$ cat src/rtl/mode1_row_max.sv
// Streaming row-max reduction: folds a row of 8-lane fp16 vectors into one maximum
// using a bit-exact total ordering, then holds it until the consumer takes it.
module mode1_row_max #(
  parameter int DATAWIDTH = 16,
  parameter int EXPONENT  = 5,
  parameter int MANTISSA  = 10
) (
  input  logic                 clk,
  input  logic                 reset,
  input  logic                 start,
  input  logic [7:0]           num_vecs,
  input  logic                 in_valid,
  input  logic [DATAWIDTH-1:0] inp0,
  input  logic [DATAWIDTH-1:0] inp1,
  input  logic [DATAWIDTH-1:0] inp2,
  input  logic [DATAWIDTH-1:0] inp3,
  input  logic [DATAWIDTH-1:0] inp4,
  input  logic [DATAWIDTH-1:0] inp5,
  input  logic [DATAWIDTH-1:0] inp6,
  input  logic [DATAWIDTH-1:0] inp7,
  output logic                 in_ready,
  output logic                 max_valid,
  output logic [DATAWIDTH-1:0] max_out,
  input  logic                 max_ready,
  output logic                 busy
);

  localparam int                   SIGN      = EXPONENT + MANTISSA;
  localparam logic [DATAWIDTH-1:0] SIGN_MASK = DATAWIDTH'(1) << SIGN;

  typedef enum logic [1:0] {
    S_IDLE  = 2'd0,
    S_ACCUM = 2'd1,
    S_DONE  = 2'd2
  } state_e;

  // Negatives get all bits flipped, positives get only the sign flipped, so the
  // resulting key orders every bit pattern monotonically as an unsigned number.
  function automatic logic [DATAWIDTH-1:0] f_key(input logic [DATAWIDTH-1:0] x);
    return x[SIGN] ? ~x : (x ^ SIGN_MASK);
  endfunction

  function automatic logic [DATAWIDTH-1:0] f_max(input logic [DATAWIDTH-1:0] a,
                                                 input logic [DATAWIDTH-1:0] b);
    return (f_key(a) > f_key(b)) ? a : b;
  endfunction

  state_e               r_state;
  state_e               w_next_state;
  logic [7:0]           r_cnt;
  logic [DATAWIDTH-1:0] r_acc;
  logic                 r_first;

  logic [DATAWIDTH-1:0] w_lane [8];
  logic [DATAWIDTH-1:0] w_l1   [4];
  logic [DATAWIDTH-1:0] w_l2   [2];
  logic [DATAWIDTH-1:0] w_vec_max;
  logic                 w_start_ok;
  logic                 w_accept;

  always_comb begin
    w_lane[0] = inp0;
    w_lane[1] = inp1;
    w_lane[2] = inp2;
    w_lane[3] = inp3;
    w_lane[4] = inp4;
    w_lane[5] = inp5;
    w_lane[6] = inp6;
    w_lane[7] = inp7;
    for (int i = 0; i < 4; i++) w_l1[i] = f_max(w_lane[2*i], w_lane[2*i+1]);
    for (int i = 0; i < 2; i++) w_l2[i] = f_max(w_l1[2*i], w_l1[2*i+1]);
    w_vec_max = f_max(w_l2[0], w_l2[1]);
  end

  assign w_start_ok = (r_state == S_IDLE) && start && (num_vecs != 8'd0);
  assign w_accept   = (r_state == S_ACCUM) && in_valid;

  // NOTE: sequential state uses non-blocking assignments so every register
  // samples pre-edge values regardless of process evaluation order.
  always_ff @(posedge clk or posedge reset) begin
    if (reset) r_state <= S_IDLE;
    else       r_state <= w_next_state;
  end

  // NOTE: next state defaults to the current state before any branch, so no
  // path through this block can leave it unassigned and infer a latch.
  always_comb begin
    w_next_state = r_state;
    unique case (r_state)
      S_IDLE:  if (w_start_ok) w_next_state = S_ACCUM;
      S_ACCUM: if (w_accept && (r_cnt == 8'd1)) w_next_state = S_DONE;
      S_DONE:  if (max_ready) w_next_state = S_IDLE;
      default: w_next_state = S_IDLE;
    endcase
  end

  always_comb begin
    in_ready  = (r_state == S_ACCUM);
    max_valid = (r_state == S_DONE);
    busy      = (r_state != S_IDLE);
    max_out   = r_acc;
  end

  always_ff @(posedge clk or posedge reset) begin
    if (reset) begin
      r_cnt   <= 8'd0;
      r_acc   <= '0;
      r_first <= 1'b0;
    end else if (w_start_ok) begin
      r_cnt   <= num_vecs;
      r_first <= 1'b1;
    end else if (w_accept) begin
      r_acc   <= r_first ? w_vec_max : f_max(r_acc, w_vec_max);
      r_first <= 1'b0;
      r_cnt   <= r_cnt - 8'd1;
    end
  end

endmodule

$ cat config.mk
export PLATFORM = sky130hd
export DESIGN_NAME = mode1_row_max
export DESIGN_NICKNAME = d
export VERILOG_FILES = /design/src/rtl/mode1_row_max.sv
export SDC_FILE = /design/constraint.sdc
export NUM_CORES = 1
export LEC_CHECK = 0
export CAP_MARGIN = 15
export CELL_PAD_IN_SITES_DETAIL_PLACEMENT = 1
export CELL_PAD_IN_SITES_GLOBAL_PLACEMENT = 2
export CORE_MARGIN = 10
export CORE_UTILIZATION = 36
export DETAILED_ROUTE_END_ITERATION = 16
export DONT_BUFFER_PORTS = 1
export GPL_TIMING_DRIVEN = 1
export MAX_ROUTING_LAYER = met4
export PLACE_DENSITY_LB_ADDON = 0.1
export SLEW_MARGIN = 40
export SYNTH_ARGS = -nofsm -noshare
export SYNTH_HDL_FRONTEND = slang
export SYNTH_SLANG_ARGS = --single-unit
$ cat constraint.sdc
create_clock -name clk -period 3.3 [get_ports clk]
set_input_delay 0.66 -clock clk [delete_from_list [all_inputs] [get_ports clk]]
set_output_delay 0.66 -clock clk [all_outputs]
set_load 0.05 [all_outputs]
Word level (Yosys, flattened, before mapping):

Index checks and enable logic that the tools add are counted.

* multiplexer cells: 33
* reduce and logical (&&, ||, !) cells: 10
* eq/ne operators: 7
* bitwise logic cells: 33
* add/sub/neg operators: 1
* $lt $le $gt $ge: 8

Operator list (count)
* $mux 16: 25
* $not 16->16: 16
* $gt 16x16->1: 8
* $not 1->1: 17
* $mux 8: 2
* $eq 8x1->1 const B: 1
* $reduce_bool 8->1: 1
* $sub 8x1->8 const B: 1
* $mux 2: 3
* $pmux 2 s3: 1
* $reduce_and 3->1: 2
* $logic_and 1x1->1: 4
* $ne 2x1->1 const B: 2
* $ne 2x2->1 const B: 2
* $reduce_bool 2->1: 2
* $eq 2x1->1 const B: 1
* $eq 2x2->1 const B: 1
* $logic_not 2->1: 1
* $mux 1: 2

* register bits after elaboration: 27
* input port bits: 141
* output and inout bits: 19

Logic depth before layout (Yosys ltp):

Gate-level depths: netlist (run 1).

* word-level depth: 17
* mapped depth: 49
* depth with buffers taken out: 40

Least setup slack after synthesis (run 1):

Ideal clock, no wire load.

* kind: input to register
* start: input inp6[15]
* end: register r_acc[5], in the netlist max_out[5]
* buffers on the path: 7
* data required time: 3.175 ns
* library setup time: 0.125 ns
* stages on the path: 45
* arrival time: 11.000 ns
* setup slack: -7.825 ns
* cells stage by stage: clkbuf_1 clkbuf_1 xor2_1 ha_1 and4_1 a221o_1 nor4_1 nor2_4 mux2i_2 clkbuf_1 xnor2_1 ha_1 nand3_1 nor2_1 a2111oi_0 o31ai_1 a21oi_1 a31oi_1 (+9 left out) o41ai_1 maj3_2 buf_6 mux2i_1 xor2_1 ha_1 nor2b_1 o21ai_0 nand2b_1 a21oi_1 nor2_1 a211oi_1 o22ai_1 nor2_1 o31a_1 buf_1 clkbuf_1 mux2_2

* word-level cells in the longest chain between the ends: 17
* elaborated cells on any way between the ends: 23

RTL lines
* start, declared: RTL line 19 `input logic [DATAWIDTH-1:0] inp6,`
* $not 1->1 (no source line) / $not 16->16 (equally long branches)
* $mux 16: RTL line 40 `return x[SIGN] ? ~x : (x ^ SIGN_MASK);`
* $gt 16x16->1: RTL line 45 `return (f_key(a) > f_key(b)) ? a : b;`
* $mux 16 *: RTL line 45
* $not 16->16 / $not 1->1 (equally long branches)
* $mux 16: RTL line 40
* $gt 16x16->1: RTL line 45
* $mux 16 *: RTL line 45
* $not 16->16 / $not 1->1 (equally long branches)
* $mux 16: RTL line 40
* $gt 16x16->1: RTL line 45
* $mux 16 *: RTL line 45
* $not 16->16 / $not 1->1 (equally long branches)
* $mux 16: RTL line 40
* $gt 16x16->1: RTL line 45
* $ne 2x2->1 (no source line)
* $reduce_and 3->1 (no source line)
* end signal, assigned: RTL line 113 `r_acc <= r_first ? w_vec_max : f_max(r_acc, w_vec_max);`
* end, declared: RTL line 51 `logic [DATAWIDTH-1:0] r_acc;`

Every way passes the cells marked *; elsewhere a longest branch is shown, timed or not. The select of a mux whose other input is x is not followed.
A chain may end at the register's enable or synchronous reset.

Worst setup path after layout (run 1):

* start: input inp0[13]
* end: register r_acc[11], in the netlist max_out[11]

* word-level cells in the longest chain between the ends: 17
* elaborated cells on any way between the ends: 22

RTL lines
* start, declared: RTL line 13 `input logic [DATAWIDTH-1:0] inp0,`
* $not 16->16: RTL line 40
* $mux 16: RTL line 40
* $gt 16x16->1: RTL line 45
* $mux 16 *: RTL line 45
* $not 16->16 / $not 1->1 (equally long branches)
* $mux 16: RTL line 40
* $gt 16x16->1: RTL line 45
* $mux 16 *: RTL line 45
* $not 16->16 / $not 1->1 (equally long branches)
* $mux 16: RTL line 40
* $gt 16x16->1: RTL line 45
* $mux 16 *: RTL line 45
* $not 16->16 / $not 1->1 (equally long branches)
* $mux 16: RTL line 40
* $gt 16x16->1: RTL line 45
* $ne 2x2->1 (no source line)
* $reduce_and 3->1 (no source line)

Marked as above.

==> results of run 1 <==
## worst paths after layout
kind	startpoint	slack, ps	end	cells past startpoint
worst max-delay path	inp0[13]	-5450	max_out[11]	41
worst min-delay path	reset	330	r_state[1]	1
worst max register to register	max_out[1]	270	max_out[11]	14
worst min register to register	r_first	500	r_first	2
max in group asynchronous	reset	2590	max_out[8]	1
min in group clk	max_ready	500	r_state[1]	1
## kinds of logic after synthesis
family                     share of synthesized area, %
AOI/OAI and AO/OA                                  9.43
muxes                                              18.2
and+or+nand+nor                                    9.72
xor gates and xnor gates                           28.4
DFF                                                9.12
buffers and inverters                              3.18
adders and majority gates                          21.9
## worst register-to-register path: stages (launching register included)
cell and delay, ps:
dfrtp_1 700, xor2_1 220, ha_1 270, nor2b_4 130
o21ai_2 120, nand2b_1 90, a21oi_2 130, nor2_1 60
a211oi_2 210, o22ai_2 110, nor2_1 120, o31a_1 210
buf_6 130, buf_12 120, mux2_4 300
## Yosys cell counts, drive strengths merged, types with 2 or more instances
master | number | area share [%]
o31ai | 3 | 0.30
a2111oi | 5 | 0.59
clkbuf | 25 | 1.3
o22ai | 2 | 0.17
o21ai | 18 | 1.2
or4 | 4 | 0.41
a221o | 3 | 0.41
nand4 | 24 | 2.0
and4 | 3 | 0.35
xor2 | 108 | 13
xnor2 | 132 | 16
nor3 | 8 | 0.54
o21a | 2 | 0.20
a21o | 10 | 1.0
a21oi | 39 | 2.7
nor2 | 24 | 1.4
a211oi | 7 | 0.78
dfrtp | 27 | 9.1
o211ai | 8 | 0.81
nor2b | 15 | 1.3
nor4 | 8 | 0.68
nand2b | 3 | 0.25
o31a | 2 | 0.24
mux2 | 25 | 4.1
nand2 | 29 | 1.5
buf | 13 | 0.95
ha | 129 | 22
mux2i | 104 | 14
nand3 | 12 | 0.81
or2 | 2 | 0.17
inv | 19 | 0.96
a31oi | 3 | 0.46
## state kept, by name, summed over array words and instances, names as in the netlist
name,flops
max_out,16
r_cnt,8
r_first,1
r_state,2
## stage by stage
step / utilization, % / area [sq um]
6_report: 55.0 / 11100
5_1_grt: 55.0 / 11100
4_1_cts: 50.6 / 10200
3_5_place_dp: 47.2 / 9560
3_3_place_gp: 47.2 / 9560
2_1_floorplan: - / 7900
## power groups by stage
stage	registers [mW]	logic, mW	clock network (mW)
finish	1.02	8.68	0.281
global placement	1.02	6.61	0
CTS	1.03	7.86	0.285
floorplan	0.967	4.60	0
detailed placement	1.04	6.87	0
global route	1.05	9.46	0.307
## area by class of cell
type / count / area (sq um)
tap: 270 / 338
multi-input combinational: 744 / 7580
clock inverter: 1 / 7.51
timing repair buffer: 267 / 2390
sequential: 27 / 676
inverter: 19 / 71.3
fill: 2243 / 9100
clock buffer: 3 / 75.1
## metal layers
metal | global-route usage, % | vias up | wire, microns | part of all wire, %
met5 | - | - | 0 | 0
met1 | 23.2 | 3427 | 11700 | 43
met2 | 33.0 | 134 | 14000 | 51
met4 | 1.80 | 0 | 288 | 1.0
li1 | - | 3417 | - | -
met3 | 3.60 | 20 | 1530 | 5.6
## timing repair
action | 4_1_cts | 5_1_grt
gates resized for setup | 84 | 111
pin swaps | 16 | 38
gates cloned | 2 | 3
endpoints found under the hold margin | 0 | 0
setup buffers | 21 | 32
endpoints found under the setup margin | 16 | 16
==> impl_metrics.json, run 1 <==
{
  "dr.pass1.iters": 6,
  "tns_ps": -85730,
  "synth-edff-count": 0,
  "syn_to_final_growth_pct": 50.4,
  "rsz0062_at_grt": "true",
  "p_comb_share_pct": 86.9,
  "crit_buf_inv": 8,
  "grt_start_max_net_pins": 28,
  "layout.cells.non_filler": 1331,
  "dp_hpwl_mm": 21.6,
  "max_stage_delay_ps": 580,
  "cp_slowest_cell": "or4_4",
  "num_rows": 52,
  "first_global_vias": 7563,
  "yosys_warnings": 0,
  "final_nets": 1332,
  "total_power_mw": 9.98,
  "final_max_slew_viol_count": 0,
  "p_leak_nw": 4.97,
  "clk_pin_slew_ps": 70,
  "grt_pass1_wl_mm": 40.9,
  "avgViaCountPerCell": 5.26,
  "cts.path.max_buffers": 2,
  "place_ws_ps": -5940,
  "syn_nets": 1096,
  "antenna_found_initial": 0,
  "place.gp.congestion": 0.894,
  "violations": "setup timing",
  "via_count": 6998,
  "clk_latency_ps": 260,
  "ir_worst_vdd_mv": 0.856,
  "path_delay_family": "simple AND/OR/NAND/NOR gates",
  "p_seq_share_pct": 10.2,
  "ys_ff_latch": 27,
  "start_kind": "input pin",
  "cts_sinks": 27,
  "pwr-share-clk_pct": 2.8,
  "crit_path_max_fanout": 7,
  "placed_cells": 1274,
  "grt_use_total_pct": 19.0,
  "synth.distinct_cells": 53,
  "overflow": 0,
  "wl_per_cell_microns": 20.6,
  "swShare_pct": 44.8,
  "switchingPower_mw": 4.47,
  "cap_violations": 0,
  "final-setup-viol-count": 16,
  "critPathArrivalTime_ps": 8890,
  "htreeDepth": 1,
  "hold_slack_ps": 326,
  "final_common_cell": "buf_4",
  "core_area_sq_mm": 0.0202,
  "clockRootBuffer": "clkbuf_16",
  "critPathCaptureType": "register",
  "period_needed_ps": 8750,
  "start_util_pct": 36.6,
  "relSlewSlack_pct": 60.8,
  "synth_area_sq_mm": 0.00740,
  "p_int_mw": 5.51,
  "drt_iter0_markers": 142,
  "cts_buffers": 3,
  "worstMarginPinSlew_ps": 588,
  "dieArea_sq_mm": 0.0267,
  "p_per_area_mw_per_mm2": 896,
  "ant_nets": 0,
  "cts_hold_buf": 0,
  "drc": 0,
  "outcome": "complete, but fails checks",
  "synth_flop_cell": "dfrtp_1",
  "die_w_microns": 163,
  "cts_tree": "done",
  "final_cell_mix": "218 x buf_4, 122 x ha_1, 117 x xnor2_1",
  "fin_ws_ps": -5450,
  "syn_avg_cell_area_sq_um": 8.96,
  "synth_cells": 826,
  "io_pins": 160,
  "worst-setup-path-type": "input pin to register",
  "critical_path_required_ps": 3440,
  "fmax_mhz": 114,
  "finalClockSkew_ps": 7.86,
  "drive_gt1_share_pct": 40.7,
  "yosysSeqAreaShare_pct": 9.12,
  "hold_violations": 0,
  "numPortBuffers": 0,
  "async_flop_share_pct": 100,
  "wl_mm": 27.5,
  "die_y_microns": 163,
  "hp-class": "input pin to asynchronous set/reset pin",
  "period_share_pct": 265,
  "antenna_cells": 0
}
No activity file was read; power rests on OpenSTA's default activity.
==> inputs of run 2 (changes only) <==
- CELL_PAD_IN_SITES_DETAIL_PLACEMENT: 1 -> default
- CELL_PAD_IN_SITES_GLOBAL_PLACEMENT: 2 -> default
- CORE_UTILIZATION: 36 -> 48
- DONT_BUFFER_PORTS: 1 -> default
- PLACE_DENSITY: default -> 0.79
- PLACE_DENSITY_LB_ADDON: 0.1 -> default
- SLEW_MARGIN: 40 -> default
==> run 2 against run 1 <==
Against the previous run:
- the run still ends with setup timing left
- critical path depth rose by 4
- clock skew rose by 2.2 ps
- sequential share of layout area fell by 0.79 points
- global-route usage rose by 11 points
- routed wire length rose by 29%
- critical path type unchanged
==> impl_metrics.json, run 2 (synthesis gave the netlist of run 1 again) <==
{
  "outcome": "complete, but fails checks",
  "violations": "setup timing",
  "grt_start_max_net_pins": 28,
  "via_count": 8931,
  "cp_common_cell": "buf_6",
  "die_y_microns": 144,
  "final-setup-viol-count": 16,
  "dp_hpwl_mm": 20.0,
  "cts_buffers": 3,
  "cts_sinks": 27,
  "p_comb_share_pct": 91.1,
  "hold_slack_ps": 500,
  "start_util_pct": 48.9,
  "finalClockSkew_ps": 10.0,
  "syn_to_final_growth_pct": 73.0,
  "period_share_pct": 311,
  "regArea_sq_um": 676,
  "final_nets": 1544,
  "cap_violations": 0,
  "final_max_slew_viol_count": 0,
  "max_stage_delay_ps": 590,
  "relSlewSlack_pct": 56.0,
  "grt_pass1_wl_mm": 49.2,
  "critical_path_required_ps": 3450,
  "place.gp.congestion": 0.936,
  "multiInputGateArea_sq_mm": 0.00735,
  "clk_latency_ps": 270,
  "wl_mm": 35.5,
  "critPathArrivalTime_ps": 10400,
  "dr.pass1.iters": 6,
  "total_power_mw": 11.1,
  "hp-class": "register to register",
  "largest_reg_flops": 16,
  "p_per_area_mw_per_mm2": 868,
  "numPortBuffers": 159,
  "cts.path.max_buffers": 2,
  "cp_slowest_cell": "mux2i_1",
  "overflow": 0,
  "num_rows": 45,
  "final_cell_mix": "267 x buf_4, 121 x ha_1, 113 x xnor2_1",
  "grt_use_total_pct": 30.3,
  "crit_path_max_fanout": 8,
  "clk_pin_slew_ps": 60,
  "first_global_vias": 9469,
  "p_seq_share_pct": 6.3,
  "fin_ws_ps": -6950,
  "holdPathStages": 2,
  "critPathCaptureType": "register",
  "switchingPower_mw": 5.39,
  "p_leak_nw": 6.10,
  "fmax_mhz": 97.5,
  "wl_per_cell_microns": 24.3,
  "dieArea_sq_mm": 0.0208,
  "rr_worst_depth": 13,
  "hold_violations": 0,
  "antenna_found_initial": 0,
  "final_common_cell": "buf_4",
  "worst-r2r-setup-slack_ps": 60,
  "fill_cells": 725,
  "pwr-share-clk_pct": 2.6,
  "worst-setup-path-type": "input pin to register",
  "ant_nets": 0,
  "p_int_mw": 5.72,
  "swShare_pct": 48.5,
  "cts_hold_buf": 0,
  "die_w_microns": 144,
  "antenna_cells": 0,
  "cts_tree": "done",
  "ir_worst_vdd_mv": 0.689,
  "htreeDepth": 1,
  "io_pins": 160,
  "drt_iter0_markers": 829,
  "drc": 0,
  "rsz0062_at_grt": "true",
  "worstMarginPinSlew_ps": 642,
  "drive_gt1_share_pct": 37.5,
  "core_area_sq_mm": 0.0151,
  "period_needed_ps": 10250,
  "avgViaCountPerCell": 6.11,
  "start_kind": "input pin",
  "clockRootBuffer": "clkbuf_16"
}
[run 2: cell count changes in the layout (fill, tap and decap cells not counted), moves of 6 or more]
cell / previous run / this run
mux2i_1: 51 / 76
dlygate4sd2_1: 0 / 94
dlymetal6s2s_1: 0 / 6
mux2i_4: 32 / 14
clkdlybuf4s50_1: 0 / 45
buf_4: 218 / 267
mux2i_2: 21 / 14
buf_16: 0 / 8
[run 2: path summary, 6_finish.rpt]
check,endpoint,from
worst max-delay path,max_out[15],inp2[15]
worst min-delay path,r_cnt[6],r_cnt[6]
worst max register to register,max_out[15],max_out[15]
worst min register to register,r_cnt[6],r_cnt[6]
max in group asynchronous,max_out[12],reset
min in group asynchronous,max_out[2],reset
[run 2: cell type report]
cell class,instances,area share [%]
Clock buffer,4,0.615
Inverter,19,0.557
Multi-Input combinational cell,743,57.4
Sequential cell,27,5.27
Tap cell,188,1.84
Timing Repair Buffer,480,34.4
[run 2: layer usage]
| layer | part of all wire, % | GRT usage [%] |
|---|---|---|
| met4 | 8.6 | 18.0 |
| met5 | 0 | - |
| met1 | 36 | 31.8 |
| met3 | 8.5 | 5.44 |
| met2 | 47 | 52.5 |
[run 2: power by group through the flow]
stage,sequential [mW],combinational (mW),clock [mW]
after global placement,0.656,7.18,0
after detailed placement,0.664,7.48,0
final,0.703,10.1,0.290
after floorplan,0.967,4.60,0
after CTS,0.665,8.36,0.279
after global routing,0.715,10.5,0.302
[run 2: metrics by stage]
step / TNS (ps) / utilization (%) / setup WS, ps / cells / instance area, sq um
floorplan: -90290 / - / -5760 / 826 / 7900
global placement: -95260 / 74.7 / -5980 / 1382 / 11300
detailed placement: -100010 / 74.7 / -6280 / 1382 / 11300
CTS: -88250 / 81.9 / -5560 / 1445 / 12400
global route: -112460 / 84.6 / -7070 / 1461 / 12800
finish: -110560 / 84.6 / -6950 / 1461 / 12800
[run 2: what timing repair did]
action / in CTS / in global routing
setup buffers: 49 / 17
setup endpoints to repair: 16 / 16
cloned: 11 / 0
gates resized for setup: 255 / 63
pin swaps: 76 / 49
[run 2: critical path: cells and delay by family]
family / cells / cell delay [ps]
compound gates: 16 / 3450
xor+xnor: 4 / 670
fa+ha+maj: 5 / 1680
buf+inv: 10 / 1480
mux: 4 / 1630
simple gates: 6 / 810
==> inputs of run 3 (changes only) <==
- CORE_MARGIN: 10 -> default
==> run 3 against run 2 <==
Against the previous run:
- fmax decreased by 3.2%
- combinational power increased by 7%
- total power increased by 6.3%
- register-to-register slack got worse by 80 ps
- cell area increased by 4.2%
- critical path depth decreased by 4
- die area decreased by 23%
- the run still ends with setup timing left
- global-route usage increased by 10 points
- sequential cell count unchanged
- worst setup slack got worse by 340 ps
- routed wire length increased by 9.0%
==> impl_metrics.json, run 3 (synthesis gave the netlist of run 1 again) <==
{
  "outcome": "complete, but fails checks",
  "violations": "setup timing",
  "io_pins": 160,
  "antenna_found_initial": 1,
  "period_share_pct": 321,
  "final_common_cell": "buf_4",
  "post_dp_cell_area_sq_mm": 0.0115,
  "pwr-share-clk_pct": 2.5,
  "critPathArrivalTime_ps": 10730,
  "p_leak_nw": 6.26,
  "overflow": 0,
  "crit_path_max_fanout": 8,
  "path_delay_family": "compound AO/OA/AOI/OAI gates",
  "final_nets": 1577,
  "grt_pass1_wl_mm": 49.9,
  "clockRootBuffer": "clkbuf_16",
  "finalClockSkew_ps": 16.3,
  "cp_slowest_cell": "nor3_1",
  "worst-setup-path-type": "input pin to register",
  "utilization_pct": 88.2,
  "grt_start_max_net_pins": 28,
  "max_stage_delay_ps": 520,
  "holdPathStages": 2,
  "hp-start": "r_cnt[6]",
  "cts_sinks": 27,
  "ant_nets": 0,
  "multiInputGateArea_sq_mm": 0.00755,
  "fin_ws_ps": -7290,
  "fill_cells": 611,
  "syn_to_final_growth_pct": 80.3,
  "start_kind": "input pin",
  "finalInstanceArea_sq_mm": 0.0134,
  "whs_endpoint": "r_cnt[6]",
  "start_util_pct": 48.9,
  "place_ws_ps": -6360,
  "drive_gt1_share_pct": 40.5,
  "cts_tree": "done",
  "hp-class": "register to register",
  "hold_slack_ps": 497,
  "wl_mm": 38.7,
  "p_comb_share_pct": 91.6,
  "worstMarginPinSlew_ps": 632,
  "cap_violations": 0,
  "dieArea_sq_mm": 0.0159,
  "num_rows": 45,
  "swShare_pct": 50.0,
  "cp_common_cell": "ha_1",
  "critical_path_required_ps": 3440,
  "wl_per_cell_microns": 25.9,
  "cts.path.max_buffers": 2,
  "cts_hold_buf": 0,
  "layout.cells.non_filler": 1495,
  "critPathCaptureType": "register",
  "avgViaCountPerCell": 6.42,
  "first_global_vias": 9786,
  "p_seq_share_pct": 5.9,
  "dp_hpwl_mm": 18.7,
  "final_max_slew_viol_count": 0,
  "r2r-start": "max_out[15]",
  "rr_worst_depth": 13,
  "drc": 0,
  "regArea_sq_um": 676,
  "relSlewSlack_pct": 56.7,
  "fmax_mhz": 94.4,
  "crit_buf_inv": 8,
  "period_needed_ps": 10590,
  "worst-r2r-setup-slack_ps": -20,
  "p_per_area_mw_per_mm2": 885,
  "numPortBuffers": 159,
  "clk_pin_slew_ps": 60,
  "htreeDepth": 1,
  "timing.rr.end": "max_out[8]",
  "clk_latency_ps": 270,
  "placed_cells": 1404,
  "final_cell_mix": "291 x buf_4, 124 x ha_1, 116 x xnor2_1",
  "rsz0062_at_grt": "true",
  "via_count": 9592,
  "switchingPower_mw": 5.91,
  "cts_buffers": 3,
  "drt_iter0_markers": 1052,
  "hold_violations": 0,
  "die_w_microns": 126,
  "ir_worst_vdd_mv": 0.811,
  "place.gp.congestion": 0.896,
  "core_area_sq_mm": 0.0151,
  "p_int_mw": 5.91,
  "grt_use_total_pct": 40.7,
  "die_y_microns": 126,
  "final-setup-viol-count": 16,
  "largest_reg_flops": 16,
  "dr.pass1.iters": 5
}
==> run 3: power by group through the flow <==
stage               clock [mW]  combinational [mW]  sequential, mW
finish                   0.290                10.8           0.701
global placement             0                7.30           0.655
CTS                      0.278                8.55           0.663
floorplan                    0                4.60           0.967
global route             0.311                11.1           0.708
detailed placement           0                7.59           0.658
==> run 3: routing by layer <==
metal | GRT usage, % | part of all wire [%] | routed length (microns)
met1 | 43.3 | 34 | 13200
met2 | 70.4 | 46 | 17800
met3 | 6.29 | 9.7 | 3750
met4 | 26.6 | 10 | 3920
met5 | - | 0 | 0
==> run 3: layout make-up <==
| type | instances | area share (%) |
|---|---|---|
| Antenna cell | 1 | 0.0187 |
| Sequential cell | 27 | 5.06 |
| Inverter | 19 | 0.534 |
| Multi-Input combinational cell | 743 | 56.6 |
| Clock buffer | 3 | 0.562 |
| Timing Repair Buffer | 513 | 35.4 |
| Tap cell | 188 | 1.76 |
| Clock inverter | 1 | 0.0375 |
==> run 3: how the worst max path moves through the flow <==
stage / to / cells after the start / slack (ps) / start
3_3_place_gp: max_out[11] / 46 / -6010 / inp1[15]
2_1_floorplan: max_out[6] / 44 / -5760 / inp0[15]
5_1_grt: max_out[4] / 43 / -7220 / inp2[4]
6_report: max_out[8] / 41 / -7290 / inp0[9]
4_1_cts: max_out[8] / 47 / -5970 / inp2[15]
3_5_place_dp: max_out[8] / 47 / -6360 / inp1[15]
==> run 3: what timing repair did <==
action                                  4_1_cts  5_1_grt
cloned                                        4        1
gates resized for setup                     184      103
endpoints found under the setup margin       16       16
pin swaps                                    68       82
setup buffers                                52       29
==> run 3: metrics by stage <==
step	TNS [ps]	power, mW
finish	-116150	11.8
CTS	-95080	9.49
detailed placement	-101400	8.24
global route	-115160	12.1
global placement	-95850	7.96
floorplan	-90290	5.57
==> run 3: worst register-to-register path, stage by stage, from the launching register on <==
cell      delay [ps]
dfrtp_1          600
buf_4            270
xor2_1           250
ha_1             330
o21ai_2           90
nand2b_1         130
a21oi_2          230
nor2_2           110
a211oi_2         180
o22ai_1          130
nor2_1           140
o31a_1           230
buf_6            180
mux2_4           330
